===== src/rtl/sr_axi_bridge_pkg.sv =====
// -----------------------------------------------------------------------------
// sr_axi_bridge_pkg
//
// Shared types and helpers for the sr_axi_bridge_mo memory-port-to-AXI bridge.
//   - AXI response and burst encodings
//   - axi_mosi_t / axi_miso_t single-beat AXI4 master carrier structs
//   - axsize(): AxSIZE encoding for a given data width
//
// The carrier structs have fixed field widths (AXI_*_W below). The bridge
// zero-extends or truncates its own parameterised fields into them.
// -----------------------------------------------------------------------------
package sr_axi_bridge_pkg;

    localparam int AXI_ADDR_W = 16;
    localparam int AXI_DATA_W = 32;
    localparam int AXI_STRB_W = AXI_DATA_W / 8;
    localparam int AXI_IDW_W  = 4;
    localparam int AXI_IDR_W  = 4;

    typedef enum logic [1:0] {
        RESP_OKAY   = 2'b00,
        RESP_EXOKAY = 2'b01,
        RESP_SLVERR = 2'b10,
        RESP_DECERR = 2'b11
    } axi_resp_e;

    typedef enum logic [1:0] {
        BURST_FIXED = 2'b00,
        BURST_INCR  = 2'b01,
        BURST_WRAP  = 2'b10
    } axi_burst_e;

    typedef struct packed {
        logic [AXI_IDW_W-1:0]  awid;
        logic [AXI_ADDR_W-1:0] awaddr;
        logic [7:0]            awlen;
        logic [2:0]            awsize;
        logic [1:0]            awburst;
        logic                  awvalid;
        logic [AXI_DATA_W-1:0] wdata;
        logic [AXI_STRB_W-1:0] wstrb;
        logic                  wlast;
        logic                  wvalid;
        logic                  bready;
        logic [AXI_IDR_W-1:0]  arid;
        logic [AXI_ADDR_W-1:0] araddr;
        logic [7:0]            arlen;
        logic [2:0]            arsize;
        logic [1:0]            arburst;
        logic                  arvalid;
        logic                  rready;
    } axi_mosi_t;

    typedef struct packed {
        logic                  awready;
        logic                  wready;
        logic [AXI_IDW_W-1:0]  bid;
        logic [1:0]            bresp;
        logic                  bvalid;
        logic                  arready;
        logic [AXI_IDR_W-1:0]  rid;
        logic [AXI_DATA_W-1:0] rdata;
        logic [1:0]            rresp;
        logic                  rlast;
        logic                  rvalid;
    } axi_miso_t;

    // AxSIZE = log2(bytes per beat).
    function automatic logic [2:0] axsize(input int data_width);
        int         bytes;
        logic [2:0] size;
        bytes = data_width / 8;
        size  = 3'd0;
        for (int i = 0; i < 8; i++) begin
            if ((1 << i) == bytes) begin
                size = 3'(i);
            end
        end
        return size;
    endfunction

endpackage


===== src/rtl/sr_axi_bridge_order_fifo.sv =====
// -----------------------------------------------------------------------------
// sr_axi_bridge_order_fifo
//
// Small 1-bit-wide FIFO recording the op type (1 = write, 0 = read) of every
// accepted request, so responses can be steered back in request order.
//
// Ports:
//   clk, rst        clock, synchronous active-high reset
//   push_i          push push_data_i (ignored when full)
//   push_data_i     1 = write, 0 = read
//   pop_i           pop head (ignored when empty)
//   head_o          current head entry
//   full_o/empty_o  status
//   count_o         number of stored entries
// -----------------------------------------------------------------------------
module sr_axi_bridge_order_fifo
    import sr_axi_bridge_pkg::*;
#(
    parameter int DEPTH = 4
) (
    input  logic                   clk,
    input  logic                   rst,
    input  logic                   push_i,
    input  logic                   push_data_i,
    input  logic                   pop_i,
    output logic                   head_o,
    output logic                   full_o,
    output logic                   empty_o,
    output logic [$clog2(DEPTH):0] count_o
);

    localparam int PTR_W = $clog2(DEPTH);
    localparam int CNT_W = PTR_W + 1;

    logic [PTR_W-1:0] wr_ptr_q, wr_ptr_d;
    logic [PTR_W-1:0] rd_ptr_q, rd_ptr_d;
    logic [CNT_W-1:0] count_q, count_d;
    logic [DEPTH-1:0] mem_q, mem_d;
    logic             push_ok;
    logic             pop_ok;

    always_comb begin
        full_o   = (count_q == CNT_W'(DEPTH));
        empty_o  = (count_q == '0);
        push_ok  = push_i && !full_o;
        pop_ok   = pop_i && !empty_o;

        // Depth is a power of two, so the pointers wrap on overflow.
        wr_ptr_d = push_ok ? wr_ptr_q + PTR_W'(1) : wr_ptr_q;
        rd_ptr_d = pop_ok  ? rd_ptr_q + PTR_W'(1) : rd_ptr_q;

        count_d = count_q;
        if (push_ok && !pop_ok) begin
            count_d = count_q + CNT_W'(1);
        end else if (!push_ok && pop_ok) begin
            count_d = count_q - CNT_W'(1);
        end
    end

    for (genvar gi = 0; gi < DEPTH; gi++) begin : g_slot
        assign mem_d[gi] = (push_ok && (wr_ptr_q == PTR_W'(gi))) ? push_data_i : mem_q[gi];
    end

    always_ff @(posedge clk) begin
        if (rst) begin
            wr_ptr_q <= '0;
            rd_ptr_q <= '0;
            count_q  <= '0;
            mem_q    <= '0;
        end else begin
            wr_ptr_q <= wr_ptr_d;
            rd_ptr_q <= rd_ptr_d;
            count_q  <= count_d;
            mem_q    <= mem_d;
        end
    end

    assign head_o  = mem_q[rd_ptr_q];
    assign count_o = count_q;

endmodule


===== src/rtl/sr_axi_bridge_mo.sv =====
// -----------------------------------------------------------------------------
// sr_axi_bridge_mo
//
// Multi-outstanding bridge from the sr_cpu mem port (req/resp valid-ready) to a
// single-beat AXI4 master port. Up to MAX_OUTSTANDING mixed reads and writes
// may be in flight; responses return to the core strictly in request order.
//
// Ports:
//   clk, rst            clock, synchronous active-high reset
//   mem_wr_i            1 = write, 0 = read
//   mem_addr_i          byte address
//   mem_be_i            write byte enables
//   mem_wdata_i         write data
//   mem_req_valid_i     request valid
//   mem_req_ready_o     request accepted
//   mem_resp_valid_o    response valid (reads and writes)
//   mem_resp_ready_i    core accepts response
//   mem_rdata_o         read data, 0 for write responses
//   out_mosi_o          AXI master outputs
//   out_miso_i          AXI master inputs
//
// Optional (macro SR_AXI_BRIDGE_RESP_ERR_EN):
//   mem_resp_err_o      1 when the BRESP/RRESP of this response was not OKAY
//   err_cnt_o           saturating count of error responses
// -----------------------------------------------------------------------------
module sr_axi_bridge_mo
    import sr_axi_bridge_pkg::*;
#(
    parameter int ADDR_WIDTH      = 16,
    parameter int DATA_WIDTH      = 32,
    parameter int ID_W_WIDTH      = 4,
    parameter int ID_R_WIDTH      = 4,
    parameter int AXI_ID          = 0,
    parameter int MAX_OUTSTANDING = 4
) (
    input  logic                    clk,
    input  logic                    rst,
    input  logic                    mem_wr_i,
    input  logic [ADDR_WIDTH-1:0]   mem_addr_i,
    input  logic [DATA_WIDTH/8-1:0] mem_be_i,
    input  logic [DATA_WIDTH-1:0]   mem_wdata_i,
    input  logic                    mem_req_valid_i,
    output logic                    mem_req_ready_o,
    output logic                    mem_resp_valid_o,
    input  logic                    mem_resp_ready_i,
    output logic [DATA_WIDTH-1:0]   mem_rdata_o,
`ifdef SR_AXI_BRIDGE_RESP_ERR_EN
    output logic                    mem_resp_err_o,
    output logic [7:0]              err_cnt_o,
`endif
    output axi_mosi_t               out_mosi_o,
    input  axi_miso_t               out_miso_i
);

    localparam int BE_W  = DATA_WIDTH / 8;
    localparam int CNT_W = $clog2(MAX_OUTSTANDING) + 1;

    localparam logic [2:0]            AXSIZE_C = axsize(DATA_WIDTH);
    localparam logic [ID_W_WIDTH-1:0] AWID_C   = ID_W_WIDTH'(AXI_ID);
    localparam logic [ID_R_WIDTH-1:0] ARID_C   = ID_R_WIDTH'(AXI_ID);

    // Issue-stage holding register.
    logic                  live_q,    live_d;     // low in the cycle(s) after reset
    logic                  busy_q,    busy_d;
    logic                  wr_q,      wr_d;
    logic [ADDR_WIDTH-1:0] addr_q,    addr_d;
    logic [BE_W-1:0]       be_q,      be_d;
    logic [DATA_WIDTH-1:0] wdata_q,   wdata_d;
    logic                  aw_done_q, aw_done_d;
    logic                  w_done_q,  w_done_d;

    // Response output register.
    logic                  resp_valid_q, resp_valid_d;
    logic [DATA_WIDTH-1:0] rdata_q,      rdata_d;

    logic aw_valid, w_valid, ar_valid;
    logic aw_hs, w_hs, ar_hs, b_hs, r_hs;
    logic b_ready, r_ready;
    logic req_ready, req_fire;
    logic out_free, pop;

    logic             fifo_head;
    logic             fifo_full;
    logic             fifo_empty;
    logic [CNT_W-1:0] fifo_count;

    // Fields of the AXI inputs the bridge has no use for.
    logic unused_miso;

    sr_axi_bridge_order_fifo #(
        .DEPTH (MAX_OUTSTANDING)
    ) u_order_fifo (
        .clk         (clk),
        .rst         (rst),
        .push_i      (req_fire),
        .push_data_i (mem_wr_i),
        .pop_i       (pop),
        .head_o      (fifo_head),
        .full_o      (fifo_full),
        .empty_o     (fifo_empty),
        .count_o     (fifo_count)
    );

    // ---------------------------------------------------------------- issue
    always_comb begin
        aw_valid = busy_q && wr_q && !aw_done_q;
        w_valid  = busy_q && wr_q && !w_done_q;
        ar_valid = busy_q && !wr_q;
        aw_hs    = aw_valid && out_miso_i.awready;
        w_hs     = w_valid  && out_miso_i.wready;
        ar_hs    = ar_valid && out_miso_i.arready;

        // The FIFO count includes the request sitting in the holding register;
        // a pop in the same cycle does not bypass a full FIFO.
        req_ready = live_q && !busy_q && !fifo_full && (fifo_count < CNT_W'(MAX_OUTSTANDING));
        req_fire  = mem_req_valid_i && req_ready;

        live_d    = 1'b1;
        busy_d    = busy_q;
        wr_d      = wr_q;
        addr_d    = addr_q;
        be_d      = be_q;
        wdata_d   = wdata_q;
        aw_done_d = aw_done_q;
        w_done_d  = w_done_q;

        if (req_fire) begin
            busy_d    = 1'b1;
            wr_d      = mem_wr_i;
            addr_d    = mem_addr_i;
            be_d      = mem_wr_i ? mem_be_i    : '0;
            wdata_d   = mem_wr_i ? mem_wdata_i : '0;
            aw_done_d = 1'b0;
            w_done_d  = 1'b0;
        end else if (busy_q) begin
            if (wr_q) begin
                // AW and W complete independently; the slot frees once both have.
                aw_done_d = aw_done_q || aw_hs;
                w_done_d  = w_done_q  || w_hs;
                if (aw_done_d && w_done_d) begin
                    busy_d = 1'b0;
                end
            end else if (ar_hs) begin
                busy_d = 1'b0;
            end
        end
    end

    // ------------------------------------------------------------- response
    always_comb begin
        out_free = !resp_valid_q || mem_resp_ready_i;
        // Only the channel matching the oldest outstanding op is accepted; the
        // other channel is held off until that response has been consumed.
        b_ready  = !fifo_empty && fifo_head  && out_free;
        r_ready  = !fifo_empty && !fifo_head && out_free;
        b_hs     = b_ready && out_miso_i.bvalid;
        r_hs     = r_ready && out_miso_i.rvalid;
        pop      = b_hs || r_hs;

        resp_valid_d = resp_valid_q;
        rdata_d      = rdata_q;
        if (pop) begin
            resp_valid_d = 1'b1;
            rdata_d      = r_hs ? DATA_WIDTH'(out_miso_i.rdata) : '0;
        end else if (mem_resp_ready_i) begin
            resp_valid_d = 1'b0;
        end
    end

`ifdef SR_AXI_BRIDGE_RESP_ERR_EN
    logic       resp_err_q, resp_err_d;
    logic [7:0] err_cnt_q,  err_cnt_d;

    always_comb begin
        resp_err_d = resp_err_q;
        err_cnt_d  = err_cnt_q;
        if (pop) begin
            resp_err_d = r_hs ? (out_miso_i.rresp != RESP_OKAY)
                              : (out_miso_i.bresp != RESP_OKAY);
            if (resp_err_d && (err_cnt_q != 8'hFF)) begin
                err_cnt_d = err_cnt_q + 8'd1;
            end
        end
    end

    always_ff @(posedge clk) begin
        if (rst) begin
            resp_err_q <= 1'b0;
            err_cnt_q  <= '0;
        end else begin
            resp_err_q <= resp_err_d;
            err_cnt_q  <= err_cnt_d;
        end
    end

    assign mem_resp_err_o = resp_err_q;
    assign err_cnt_o      = err_cnt_q;
    assign unused_miso    = ^{out_miso_i.bid, out_miso_i.rid, out_miso_i.rlast};
`else
    assign unused_miso    = ^{out_miso_i.bid, out_miso_i.rid, out_miso_i.rlast,
                              out_miso_i.bresp, out_miso_i.rresp};
`endif

    // ------------------------------------------------------------ registers
    always_ff @(posedge clk) begin
        if (rst) begin
            live_q       <= 1'b0;
            busy_q       <= 1'b0;
            wr_q         <= 1'b0;
            addr_q       <= '0;
            be_q         <= '0;
            wdata_q      <= '0;
            aw_done_q    <= 1'b0;
            w_done_q     <= 1'b0;
            resp_valid_q <= 1'b0;
            rdata_q      <= '0;
        end else begin
            live_q       <= live_d;
            busy_q       <= busy_d;
            wr_q         <= wr_d;
            addr_q       <= addr_d;
            be_q         <= be_d;
            wdata_q      <= wdata_d;
            aw_done_q    <= aw_done_d;
            w_done_q     <= w_done_d;
            resp_valid_q <= resp_valid_d;
            rdata_q      <= rdata_d;
        end
    end

    // ------------------------------------------------------------ AXI drive
    // Payload fields are zero whenever their VALID is low, so the port is all
    // zeros in reset and idle.
    always_comb begin
        out_mosi_o = '0;

        out_mosi_o.awvalid = aw_valid;
        if (aw_valid) begin
            out_mosi_o.awid    = AXI_IDW_W'(AWID_C);
            out_mosi_o.awaddr  = AXI_ADDR_W'(addr_q);
            out_mosi_o.awlen   = 8'd0;
            out_mosi_o.awsize  = AXSIZE_C;
            out_mosi_o.awburst = BURST_INCR;
        end

        out_mosi_o.wvalid = w_valid;
        if (w_valid) begin
            out_mosi_o.wdata = AXI_DATA_W'(wdata_q);
            out_mosi_o.wstrb = AXI_STRB_W'(be_q);
            out_mosi_o.wlast = 1'b1;
        end

        out_mosi_o.arvalid = ar_valid;
        if (ar_valid) begin
            out_mosi_o.arid    = AXI_IDR_W'(ARID_C);
            out_mosi_o.araddr  = AXI_ADDR_W'(addr_q);
            out_mosi_o.arlen   = 8'd0;
            out_mosi_o.arsize  = AXSIZE_C;
            out_mosi_o.arburst = BURST_INCR;
        end

        out_mosi_o.bready = b_ready;
        out_mosi_o.rready = r_ready;
    end

    assign mem_req_ready_o  = req_ready;
    assign mem_resp_valid_o = resp_valid_q;
    assign mem_rdata_o      = rdata_q;

endmodule


===== config.mk =====
export PLATFORM = sky130hd
export DESIGN_NAME = sr_axi_bridge_mo
export DESIGN_NICKNAME = d
export VERILOG_FILES = /design/src/rtl/sr_axi_bridge_pkg.sv /design/src/rtl/sr_axi_bridge_order_fifo.sv /design/src/rtl/sr_axi_bridge_mo.sv
export SDC_FILE = /design/constraint.sdc
export NUM_CORES = 1
export LEC_CHECK = 0
export BUFFER_PORTS_ARGS = -buffer_cell sky130_fd_sc_hd__buf_4
export CORE_AREA = 2 2 110 112
export DETAILED_ROUTE_END_ITERATION = 7
export DIE_AREA = 0 0 112 114
export PLACE_DENSITY_LB_ADDON = 0.25
export SLEW_MARGIN = 20
export SYNTH_ARGS = -nofsm -noshare
export SYNTH_HDL_FRONTEND = slang
export SYNTH_HIERARCHICAL = 1
export SYNTH_SLANG_ARGS = --single-unit

===== constraint.sdc =====
create_clock -name clk -period 3.15 [get_ports clk]
set_clock_uncertainty 0.1 [all_clocks]
set_input_delay 0.63 -clock clk [delete_from_list [all_inputs] [get_ports clk]]
set_output_delay 0.63 -clock clk [all_outputs]
set_load 0.01 [all_outputs]

# ---- Yosys cells after proc, flatten, opt, wreduce, memory -nomap -nowiden
# Cells that the tools add are included.
dict set report totals {
  regBits 101
  inputBits 107
  output_inout_bits 142
  elab_cells 91
}
dict set report op_classes {
  addsub 4
  magnitude_cmp 2
  eq_ne 4
  n_mux 18
  n_reduce_logical 46
}
# op count
set ops {}
lappend ops {{32-bit 2-to-1 mux} 2}
lappend ops {{29-bit 2-to-1 mux} 2}
lappend ops {{37-bit 2-to-1 mux} 1}
lappend ops {{1-bit logical AND} 26}
lappend ops {{1-bit logical NOT} 10}
lappend ops {{1-bit 2-to-1 mux} 9}
lappend ops {{3-bit 2-to-1 mux} 2}
lappend ops {{2-bit by 1-bit adder with 2-bit output (second input constant)} 2}
lappend ops {{2-bit == test (second input constant)} 2}
lappend ops {{1-bit logical OR} 4}
lappend ops {{4-bit 2-to-1 mux} 1}
lappend ops {{2-bit nonzero test} 2}
lappend ops {{3-bit by 1-bit adder with 3-bit output (second input constant)} 1}
lappend ops {{3-bit == test (second input constant)} 1}
lappend ops {{3-bit logical NOT} 1}
lappend ops {{2-bit by 3-bit less-than comparator with 1-bit output (second input constant)} 1}
lappend ops {{3-bit less-than comparator (second input constant)} 1}
lappend ops {{3-bit by 1-bit subtractor with 3-bit output (second input constant)} 1}
lappend ops {{1-bit binary-select mux with 2-bit select} 1}
lappend ops {{2-bit by 1-bit == test with 1-bit output (second input constant)} 1}
lappend ops {{2-bit logical NOT} 1}
lappend ops {{2-bit AND reduction} 1}
lappend ops {{2-bit OR reduction} 1}

# ---- Depth between registers and ports, before layout
dict set report depth {
  depth_word 11
  ltp_mapped 12
  depth_no_buf 11
}

# ---- Hierarchy
# Netlist, hierarchy kept.
# mod instances cells_each area_per_inst_um2 seq_area_each_um2
set by_module_without_submodules {}
lappend by_module_without_submodules {sr_axi_bridge_mo 1 463 4066.4 1801.7}
lappend by_module_without_submodules {sr_axi_bridge_order_fifo 1 59 601.8 220.2}

# ---- Worst setup path after synthesis
# No wires, ideal clock.
dict set report synth_timing {
  path_kind {register -> register}
  start {register u_order_fifo.count_q[0], in the netlist u_order_fifo/count_o[0]}
  end {register u_order_fifo.count_q[2], in the netlist u_order_fifo/count_o[2]}
  setup_ns 0.070
  arrival_time_ns 3.050
  t_required_ns 2.980
  slack_ns -0.070
  path_stages_with_launch 13
  n_path_buf 1
  synth_period_minus_slack_ns 3.220
  cell_sequence {dfxtp_1 -> or3b_4 -> inv_1 -> or4b_1 -> buf_6 -> nor2_1 -> and2_4 -> ha_1 -> inv_1 -> fa_1 -> xor2_1 -> or3_2 -> a21oi_1}
}
dict set report synth_between {
  elab_cells_between_ends 26
  classes_between {2 x add/sub; 1 x order compare; 1 x eq/ne; 2 x mux; 20 x reduce/logical}
}
# item line
set synth_lines {}
lappend synth_lines {{start, declared} sr_axi_bridge_order_fifo.sv:37} ;# logic [CNT_W-1:0] count_q, count_d;
lappend synth_lines {{start signal, assigned} sr_axi_bridge_order_fifo.sv:73} ;# count_q <= count_d;
lappend synth_lines {{3-bit == test *} sr_axi_bridge_order_fifo.sv:43} ;# full_o = (count_q == CNT_W'(DEPTH));
lappend synth_lines {{named net fifo_full} sr_axi_bridge_mo.sv:83} ;# logic fifo_full;
lappend synth_lines {{1-bit logical NOT *} sr_axi_bridge_mo.sv:115} ;# req_ready = live_q && !busy_q && !fifo_full && (fifo_count < CNT_W'(MAX_OUTSTANDING));
lappend synth_lines {{1-bit logical AND * (2 in series)} sr_axi_bridge_mo.sv:115}
lappend synth_lines {{1-bit logical AND *} sr_axi_bridge_mo.sv:116} ;# req_fire = mem_req_valid_i && req_ready;
lappend synth_lines {{named net req_fire} sr_axi_bridge_mo.sv:79} ;# logic req_ready, req_fire;
lappend synth_lines {{1-bit logical AND *} sr_axi_bridge_order_fifo.sv:45} ;# push_ok = push_i && !full_o;
lappend synth_lines {{named net u_order_fifo.push_ok} sr_axi_bridge_order_fifo.sv:39} ;# logic push_ok;
lappend synth_lines {{1-bit logical NOT} sr_axi_bridge_order_fifo.sv:55} ;# end else if (!push_ok && pop_ok) begin
lappend synth_lines {{1-bit logical AND} sr_axi_bridge_order_fifo.sv:55}
lappend synth_lines {{2-bit nonzero test (no line)} -}
# Mark *: on every way through the listed nets, which the timed path passes. The rest lies on a longest branch. The select of a mux whose other input is x is not followed.
# A chain may end at the register's enable or synchronous reset.

# ---- Worst setup path in the final report
dict set report layout_timing {
  start {register u_order_fifo.rd_ptr_q[0]}
  end {register u_order_fifo.count_q[2], in the netlist u_order_fifo/count_o[2]}
}
dict set report layout_between {
  elab_chain_cells 11
  elab_cells_between_ends 16
  classes_between {3 x mux; 13 x reduce/logical}
}
# item line
set layout_lines {}
lappend layout_lines {{start, declared} sr_axi_bridge_order_fifo.sv:36} ;# logic [PTR_W-1:0] rd_ptr_q, rd_ptr_d;
lappend layout_lines {{start signal, assigned} sr_axi_bridge_order_fifo.sv:72} ;# rd_ptr_q <= rd_ptr_d;
lappend layout_lines {{1-bit binary-select mux with 2-bit select *} sr_axi_bridge_order_fifo.sv:78} ;# assign head_o = mem_q[rd_ptr_q];
lappend layout_lines {{1-bit 2-to-1 mux (not written as such) *} sr_axi_bridge_order_fifo.sv:78}
lappend layout_lines {{named net fifo_head} sr_axi_bridge_mo.sv:82} ;# logic fifo_head;
lappend layout_lines {{1-bit logical NOT} sr_axi_bridge_mo.sv:155} ;# r_ready = !fifo_empty && !fifo_head && out_free;
lappend layout_lines {{1-bit logical AND (2 in series)} sr_axi_bridge_mo.sv:155}
lappend layout_lines {{1-bit logical AND} sr_axi_bridge_mo.sv:157} ;# r_hs = r_ready && out_miso_i.rvalid;
lappend layout_lines {{1-bit logical OR *} sr_axi_bridge_mo.sv:158} ;# pop = b_hs || r_hs;
lappend layout_lines {{named net pop} sr_axi_bridge_mo.sv:80} ;# logic out_free, pop;
lappend layout_lines {{1-bit logical AND *} sr_axi_bridge_order_fifo.sv:46} ;# pop_ok = pop_i && !empty_o;
lappend layout_lines {{1-bit logical NOT} sr_axi_bridge_order_fifo.sv:53} ;# if (push_ok && !pop_ok) begin
lappend layout_lines {{1-bit logical AND} sr_axi_bridge_order_fifo.sv:53}
lappend layout_lines {{3-bit 2-to-1 mux / 2-bit nonzero test (equally long branches)} -}
# Marks and branches as above.

==> impl_metrics.json <==
{
  "outcome": "completed",
  "fp.dieW_um": 112,
  "antenna_found_initial": 0,
  "die_area_sq_um": 12800,
  "portBuffers": 205,
  "p_total_mw": 3.60,
  "ys_seq_area_share_pct": 43.3,
  "rsz0062_at_grt": "no",
  "clock-sinks": 101,
  "synth_seq_cells": 101,
  "crit_type": "reg2reg",
  "internal_power_mw": 2.45,
  "seq_area_sq_um": 2020,
  "min_path_cells": 2,
  "finalHoldViolCount": 0,
  "fin_crit_sh_pct": 97.3,
  "tightestPinTransition_ns": 0.719,
  "min_period_ns": 3.06,
  "fin_util_pct": 54.8,
  "tritoncts": "done",
  "drcViolationCount": 0,
  "ys.flop_type": "dfxtp_1",
  "grt_pass1_vias": 4060,
  "critPathLaunchType": "flop",
  "critical_path.max_fanout": 2,
  "syn_avg_cell_area_sq_um": 8.94,
  "hp-start": "rst",
  "firstDrtPassIters": 4,
  "clk_pin_slew_worst_paths_ns": 0.07,
  "drtIter0Drc": 263,
  "wl_per_cell_um": 14.8,
  "drtAntennaViolNets": 0,
  "area_delta_synth_final_pct": 37.6,
  "core_sq_um": 11700,
  "fill_cells": 1063,
  "vias_per_cell": 5.09,
  "grt_max_degree": 72,
  "r2r_cells": 11,
  "grt_pass1_wl_mm": 19.6,
  "clock_power_share_pct": 30.0,
  "p_comb_share_pct": 27.5,
  "gr-total-overflow": 0,
  "worstSkewPairLatency_ns": 0.34,
  "powerDensity_nw_per_um2": 561,
  "fmax_ghz": 0.326,
  "synth_edf_count": 0,
  "drv_slew": 0,
  "place.gp.congestion": 0.777,
  "die_y_um": 114,
  "grtUsageTotal_pct": 18.7,
  "cp-end-kind": "flop",
  "hold_class": "in2reg",
  "drive_above_1_share_pct": 36.3,
  "synthArstFlopShare_pct": 0,
  "cts_root_buf": "clkbuf_16",
  "p_seq_share_pct": 42.5,
  "vias": 4343,
  "cp.arrival_ns": 3.23,
  "htreeDepth": 3,
  "synth_cells": 522,
  "initial_utilization_pct": 39.9,
  "synth_area_sq_um": 4670,
  "regToRegStartpoint": "u_order_fifo/rd_ptr_q[0]",
  "ys_warn_count": 6,
  "ioPinCount": 249,
  "synth_cell_types": 40,
  "dpl-instance-area_sq_um": 6080,
  "setup_violations": 0,
  "cts_hold_buf": 0,
  "maxCapViolations": 0,
  "fin_nets": 814,
  "switching_share_pct": 32.0,
  "final_area_sq_um": 6420,
  "cts_inserted_buffers": 9,
  "power.leakage_nw": 2.91,
  "vdd_drop_max_mv": 0.389,
  "diodes": 0,
  "crit_required_ns": 3.32,
  "multi_input_area_sq_um": 2200,
  "slew-limit-headroom_pct": 52.1,
  "crit_path_start": "u_order_fifo/rd_ptr_q[0]",
  "clockBufferDepth": 2,
  "detailed_place_hpwl_mm": 8.60,
  "rows": 40,
  "finalWirelength_mm": 12.6,
  "p_switching_mw": 1.15,
  "fin_tns_setup_ns": 0
}
## power by group through the flow
stage,logic [mW],registers [mW],clock network [mW]
2_1_floorplan,0.598,1.59,0
3_3_place_gp,0.936,1.55,0
3_5_place_dp,0.961,1.55,0
4_1_cts,0.969,1.53,1.11
5_1_grt,1.09,1.55,1.17
6_report,0.990,1.53,1.08
## final timing paths
kind                                           endpoint  slack [ns]
worst min register to register              wdata_q[25]        0.37
worst max-delay path            u_order_fifo/count_o[2]        0.09
worst max register to register  u_order_fifo/count_o[2]        0.09
worst min-delay path            u_order_fifo/count_o[0]        0.36
## repair_timing
action / CTS / global route
gates resized for setup: 1 / 5
setup buffers: 1 / 3
setup endpoints to repair: 1 / 1
pin swaps: 1 / 3
## metrics by stage
| stage | hold slack [ns] | instances | setup slack, ns |
|---|---|---|---|
| 2_1_floorplan | 0.345 | 551 | 0.0320 |
| 3_3_place_gp | 0.353 | 833 | 0.0765 |
| 3_5_place_dp | 0.362 | 833 | -0.0128 |
| 4_1_cts | 0.345 | 850 | 0.000893 |
| 5_1_grt | 0.352 | 853 | 0.000794 |
| 6_report | 0.356 | 853 | 0.0863 |
## sequential cells by signal, summed over array words and instances, names as in the netlist
register / flops
addr_q: 16
aw_done_q: 1
be_q: 4
busy_q: 1
live_q: 1
mem_rdata_o: 32
mem_resp_valid_o: 1
u_order_fifo/count_o: 3
u_order_fifo/mem_q: 4
u_order_fifo/rd_ptr_q: 2
u_order_fifo/wr_ptr_q: 2
w_done_q: 1
wdata_q: 32
wr_q: 1
## worst max-delay path, stage by stage (launching register included)
cell and delay [ns]:
dfxtp_2 0.34, mux4_2 0.54, mux2_4 0.33, nand3_1 0.10, inv_1 0.07, o31ai_2 0.08, ha_2 0.25, inv_1 0.05
fa_1 0.37, xor2_1 0.18, or3_2 0.42, a21oi_2 0.15
## synthesized netlist by cell type, types with 2 or more instances
cell,n,share of area (%)
nor2_1,11,0.88
nand2b_1,9,1.2
nand3_1,21,2.3
buf_4,40,6.4
xor2_1,4,0.75
o21ai_0,54,5.8
a21oi_1,55,5.9
clkbuf_1,28,2.3
ha_1,5,1.3
buf_6,2,0.48
mux2i_1,6,1.3
inv_1,7,0.56
dfxtp_1,101,43
a22o_1,32,6.0
buf_2,11,1.2
buf_8,4,1.3
nor2b_1,2,0.27
a31oi_1,3,0.40
nor3_1,3,0.32
nand4_1,36,4.8
and2_1,68,9.1
nand2_1,2,0.16
## cell families after synthesis
kind of cell               share of synthesized area, %
other                                            0.0803
xor gates and xnor gates                          0.750
adders and majority gates                          1.77
buffers and inverters                              12.6
muxes                                              2.33
DFF                                                43.3
AOI/OAI and AO/OA                                  18.8
and+or+nand+nor                                    20.3
## routing by layer
layer / vias up / global-route usage, % / share of wire [%]
li1: 2118 / - / -
met1: 2023 / 22.8 / 42
met2: 180 / 31.7 / 49
met3: 22 / 5.37 / 7.6
met4: 0 / 6.26 / 1.7
met5: - / 0 / 0
## area by class of cell
class                   instances  area share (%)
multi-input cells             356            34.2
flip-flops and latches        101            31.5
repair buffers                224            26.2
clock buffers                   9            3.51
well taps                     147            2.86
clock inverters                 7            1.01
inverters                       9           0.721
## cell usage in the layout, fill, tap and decap left out, types with 6 or more instances in the layout
master,n
a21oi_1,54
buf_4,224
nand3_1,21
clkbuf_16,9
nor2_1,9
nand4_1,36
nand2b_1,9
and2_1,68
a22o_1,32
dfxtp_1,100
o21ai_0,54
conb_1,30
mux2i_1,6
inv_1,7
No activity file was read; power rests on OpenSTA's default activity.
